--- src/rtl/pc_sequencer.sv ---
// Program counter sequencer: fetch/execute phase FSM, instruction register,
// 4-deep return stack with sticky overflow/underflow and halt detection.
module pc_sequencer (
  input  logic        clk,
  input  logic        rst_n,
  input  logic [1:0]  PS,
  input  logic        IL,
  input  logic        MP,
  input  logic [15:0] instr_in,
  output logic        state,
  output logic [7:0]  pc,
  output logic [15:0] ir,
  output logic [3:0]  opcode,
  output logic [3:0]  eoe,
  output logic        halted,
  output logic        stk_ovf,
  output logic        stk_unf
);

  typedef enum logic {
    FETCH = 1'b0,
    EXEC  = 1'b1
  } phase_e;

  phase_e      state_q, state_d;
  logic [7:0]  pc_q, pc_d;
  logic [15:0] ir_q, ir_d;
  logic [7:0]  stk_q [4];
  logic [7:0]  stk_d [4];
  logic [2:0]  cnt_q, cnt_d;
  logic        halt_q, halt_d;
  logic        ovf_q, ovf_d;
  logic        unf_q, unf_d;

  logic [7:0]  pc_inc;
  logic [7:0]  pc_br;
  logic [1:0]  top_idx;
  logic        is_halt;

  // an 8-bit offset sign-extended to 8 bits is the raw byte mod 256
  assign pc_inc  = pc_q + 8'd1;
  assign pc_br   = pc_q + ir_q[7:0];
  assign top_idx = cnt_q[1:0] - 2'd1;
  assign is_halt = (ir_q[15:12] == 4'hF) && (ir_q[3:0] == 4'hF);

  always_comb begin
    state_d = state_q;
    pc_d    = pc_q;
    ir_d    = ir_q;
    stk_d   = stk_q;
    cnt_d   = cnt_q;
    halt_d  = halt_q;
    ovf_d   = ovf_q;
    unf_d   = unf_q;
    if (!halt_q) begin
      unique case (state_q)
        FETCH: begin
          if (IL) ir_d = instr_in;
          state_d = EXEC;
        end
        EXEC: begin
          state_d = FETCH;
          if (MP) begin
            pc_d = pc_br;
            if (cnt_q == 3'd4) begin
              // full: drop the oldest entry at the bottom
              stk_d[0] = stk_q[1];
              stk_d[1] = stk_q[2];
              stk_d[2] = stk_q[3];
              stk_d[3] = pc_inc;
              ovf_d    = 1'b1;
            end else begin
              stk_d[cnt_q[1:0]] = pc_inc;
              cnt_d = cnt_q + 3'd1;
            end
          end else begin
            unique case (PS)
              2'b00: if (is_halt) halt_d = 1'b1;
              2'b01: pc_d = pc_inc;
              2'b10: pc_d = pc_br;
              2'b11: begin
                if (cnt_q != 3'd0) begin
                  pc_d  = stk_q[top_idx];
                  cnt_d = cnt_q - 3'd1;
                end else begin
                  pc_d  = pc_inc;
                  unf_d = 1'b1;
                end
              end
            endcase
          end
        end
        default: state_d = FETCH;
      endcase
    end
  end

  always_ff @(posedge clk or negedge rst_n) begin
    if (!rst_n) begin
      state_q <= FETCH;
      pc_q    <= 8'h00;
      ir_q    <= 16'h0000;
      cnt_q   <= 3'd0;
      halt_q  <= 1'b0;
      ovf_q   <= 1'b0;
      unf_q   <= 1'b0;
      for (int i = 0; i < 4; i++) stk_q[i] <= 8'h00;
    end else begin
      state_q <= state_d;
      pc_q    <= pc_d;
      ir_q    <= ir_d;
      cnt_q   <= cnt_d;
      halt_q  <= halt_d;
      ovf_q   <= ovf_d;
      unf_q   <= unf_d;
      for (int i = 0; i < 4; i++) stk_q[i] <= stk_d[i];
    end
  end

  assign state   = state_q;
  assign pc      = pc_q;
  assign ir      = ir_q;
  assign opcode  = ir_q[15:12];
  assign eoe     = ir_q[3:0];
  assign halted  = halt_q;
  assign stk_ovf = ovf_q;
  assign stk_unf = unf_q;

endmodule

--- config.mk ---
export PLATFORM = sky130hd
export DESIGN_NAME = pc_sequencer
export DESIGN_NICKNAME = d
export VERILOG_FILES = /design/src/rtl/pc_sequencer.sv
export SDC_FILE = /design/constraint.sdc
export NUM_CORES = 1
export LEC_CHECK = 0
export BUFFER_PORTS_ARGS = -buffer_cell sky130_fd_sc_hd__buf_2
export CORE_ASPECT_RATIO = 0.75
export CORE_MARGIN = 5
export CORE_UTILIZATION = 44
export CTS_CLUSTER_SIZE = 16
export DETAILED_ROUTE_END_ITERATION = 7
export PLACE_DENSITY = 0.67
export SLEW_MARGIN = 10
export SYNTH_ARGS = -nofsm -noshare
export SYNTH_HDL_FRONTEND = slang
export SYNTH_SLANG_ARGS = --single-unit
--- constraint.sdc ---
create_clock -name clk -period 3.85 [get_ports clk]
set_input_delay 0.385 -clock clk [delete_from_list [all_inputs] [get_ports clk]]
set_output_delay 0.385 -clock clk [all_outputs]
set_load 0.005 [all_outputs]
# Yosys cells after proc, flatten, opt, wreduce, memory -nomap -nowiden
# Cells that the tools add are included.
# word_totals
memories	0
romBits	0
latchBits	0
input_bits	22
output_inout_bits	36
reg_bits	63
ramBits	0
# op_classes
n_reduce_logical	13
n_mux	20
order_cmp	3
div_mod_pow	0
n_mul	0
eq_ne	7
shifts	0
addsub	5
bitwise_logic	6
# op_table
cell	n
$mux 8	5
$bwmux 32	1
$mux 32	1
$pmux 8 s3	1
$bmux 8 s2	1
$demux 8 s2	1
$mux 3	4
$reduce_and 5->1	2
$reduce_and 3->1	3
$add 8x1->8 const B	1
$add 8x8->8	1
$eq 4x4->1 const B	2
$ge 3x3->1 const B	2
$not 2->3	2
$mux 1	5
$eq 2x2->1 const B	2
$not 1->1	4
$reduce_and 4->1	1
$reduce_bool 2->1	2
$reduce_bool 4->1	1
$add 3x1->3 const B	1
$eq 3x3->1 const B	1
$lt 3x1->1 const B	1
$reduce_bool 3->1	1
other kinds (7)	8

# Logic depth before layout (Yosys ltp)
# depth
depth_word	8
depth_mapped	9
ltp_nobuf	7

# Worst setup path after synthesis
# Ideal clock, no wire load.
# synth_path
kind	register -> register
from	register cnt_q[0]
to	register pc_q[7] (netlist: pc[7])
setup_time_ns	0.137
path_slack_ns	1.716
arrival_ns	1.997
path_buffers	2
stages_incl_launch_ff	8
t_required_ns	3.713
cell_sequence	dfrtp_1 buf_6 inv_1 ha_1 clkbuf_2 mux4_2 a221oi_1 o32ai_1
# synth_between
elab_chain_len	8
# synth_lines
item	line	rtl
start, declared	30	logic [2:0] cnt_q, cnt_d;
start signal, assigned	112	cnt_q <= cnt_d;
$sub 2x1->2	43	assign top_idx = cnt_q[1:0] - 2'd1;
named net top_idx[0]	37	logic [1:0] top_idx;
$not 2->3 (not written as such)	83	pc_d = stk_q[top_idx];
$bmux 8 s2	83	
$mux 8 (not written as such) (2 in series)	83	
$mux 8	82	if (cnt_q != 3'd0) begin
$pmux 8 s3	77	unique case (PS)
$mux 8	63	if (MP) begin
end signal, assigned	110	pc_q <= pc_d;
end, declared	26	logic [7:0] pc_q, pc_d;
# The timed path passes the listed nets, and every way through them passes these cells. The select of a mux whose other input is x is not followed.
# A chain may end at the register's enable or synchronous reset.

# Worst setup path in the final report
# Ends and elaborated chain as after synthesis.

==> out/metrics.yaml <==
yosys:
  yosysTopAreaCell: "dfrtp_1"
  synth_top_cell_area_share_pct: 43.60
  synth_cell_type_count: 57
  synth_most_common_cell: "dfrtp_1"
  synthTopCellsByArea: "dfrtp_1, mux2_2, nand2_1, ha_1, mux4_2"
  synthTopCellsByCount: "dfrtp_1, nand2_1, nor2_1, a21oi_1, mux2_2"
  syn_area_per_cell_sq_um: 10.30
  syn-cell-area_sq_mm: 0.003616
  ys_seq_area_share_pct: 43.60
  synth_nets: 388
  ys_seq_elements: 63
  yosys_most_used_dff: "dfrtp_1"
  synth_cells: 351
  yosysWarnings: 0
  async_flop_share_pct: 100.0
  synth_edf_count: 0
status:
  outcome: "complete, no violations"
clock_network:
  path_clk_slew_ps: 80
  clock_path_buffers: 2
  cts_inserted_buffers: 9
  cts_resized: 0
  cts_sinks: 63
  hold_buffers: 0
  post_cts_buffers: 0
  clk_latency_ps: 360
  cts_tree: "yes"
  root_buffer: "clkbuf_8"
  htree_levels: 3
global_routing:
  track_usage_pct: 19.40
  grt_antenna_before_repair: 0
  grt_pass1_vias: 2887
  grt_pass1_wl_mm: 15.41
  overflow: 0
  grt_max_degree: 48
timing:
  finalSetupViolCount: 0
  hold_ws_ps: 219.8
  hold_violations: 0
  fin_skew_ps: 12.83
  tns_ps: 0
  rsz0062_at_grt: "false"
  timing.final.crit_period_ps: 2623
  drv_slew: 0
  tightest_slew_ps: 1051
  fmax_ghz: 0.3813
  fin_crit_sh_pct: 68.12
  slew_headroom_pct: 29.93
detailed_routing:
  wl_met2_mm: 4.089
  wl_per_cell_um: 18.03
  vias_per_cell: 5.683
  wl_met3_um: 779
  drt_iter0_drc: 122
  ant_nets: 0
  wl_met1_mm: 4.227
  drt_first_pass_iters: 4
  drc: 0
  wl_mm: 9.158
  highest_layer: "met4"
  vias: 2887
floorplan:
  die_y_um: 88.51
  die_x_um: 114.7
  start_util_pct: 45.47
  rows: 28
  core-area_sq_mm: 0.007953
  ioPinCount: 58
  die_area_sq_mm: 0.01015
critical_path:
  crit_required_ps: 4070
  crit_path_start_kind: "flip-flop"
  end_kind: "flip-flop"
  cp_max_fo: 12
  path_class: "flip-flop to flip-flop"
  cp.arrival_ps: 2840
flow_run:
  drv_cap: 0
layout:
  num-fill-cells: 732
  drive_gt1_share_pct: 28.29
  nets: 435
  diodes: 0
  syn_to_final_growth_pct: 14.19
place:
  hpwl_mm: 6.665
  finalWeightedCongestion: 0.8539
  io_buffers: 57
pwr:
  p_leak_nw: 1.852
  ir_drop_uv: 379.9
  powerDensity_mw_per_mm2: 980.8
worst_hold_path:
  hold_class: "input pin to asynchronous set/reset pin"
[cells by family (layout without fill, tap and decap cells)]
| logic type | Yosys count | in the layout | share of synthesized area [%] |
|---|---|---|---|
| AOI/OAI and AO/OA | 97 | 97 | 18.27 |
| xor gates and xnor gates | 13 | 13 | 3.149 |
| adders and majority gates | 15 | 15 | 5.606 |
| buffers and inverters | 30 | 82 | 5.121 |
| DFF | 63 | 63 | 43.60 |
| muxes | 28 | 28 | 11.18 |
| and+or+nand+nor | 105 | 105 | 13.08 |
[through the flow]
stage,setup slack (ps),cell area (sq um),total power [mW],cells,utilization [%]
after detailed placement,1209,3896,3.377,492,48.99
final,1227,4129,4.050,508,51.92
after CTS,1211,4123,4.049,508,51.84
after global placement,1325,3896,3.313,492,48.99
after floorplan,1716,3616,2.792,351,-
after global routing,949.8,4129,4.380,508,51.92
[area by class of cell]
class	count	area, sq um	area share, %
flip-flops and latches	63	1577	38.18
clock inverters	7	102.6	2.485
well taps	105	131.4	3.182
repair buffers	61	315.3	7.636
clock buffers	9	123.9	3.000
inverters	5	18.77	0.4545
multi-input cells	258	1861	45.06
[critical path, cell delays in order (launching register included)]
cell	delay [ps]
dfrtp_1	740
inv_1	230
ha_1	580
mux4_2	540
a221oi_1	270
o32ai_1	130
[power breakdown]
part	total [mW]	internal [mW]	switching [mW]
combinational	2.07	0.966	1.10
sequential	1.31	0.971	0.341
clock	0.668	0.372	0.296
[state kept, by name (all words and copies together), names as in the netlist]
register and cells:
halted 1, stk_q 32, stk_unf 1, pc 8
cnt_q 3, stk_ovf 1, ir 16, state 1
[cells in the final DEF (no fill, tap or decap), drive strengths merged, types with 5 or more instances in the layout]
master / instances
inv: 8
a21oi: 26
nor2: 31
nand2: 45
clkbuf: 9
ha: 13
o21ai: 20
o22ai: 14
mux2: 16
buf: 61
xnor2: 11
mux4: 8
a22oi: 6
a21o: 5
nand3: 10
dfrtp: 63
a211oi: 6
[worst paths after layout]
kind	startpoint	end	slack [ps]	cells after the start
worst max register to register	cnt_q[0]	pc[7]	1230	5
min in group clk	instr_in[3]	ir[3]	250	2
worst max-delay path	cnt_q[0]	pc[7]	1230	5
worst min-delay path	rst_n	stk_ovf	220	1
max in group asynchronous	rst_n	cnt_q[0]	2790	2
worst min register to register	stk_ovf	stk_ovf	460	1
[routing by layer]
metal,global-route usage (%),vias up
met2,27.79,90
li1,-,1358
met5,0,-
met3,6.220,6
met4,3.560,0
met1,29.08,1433
Power figures use the tool's default switching activity.
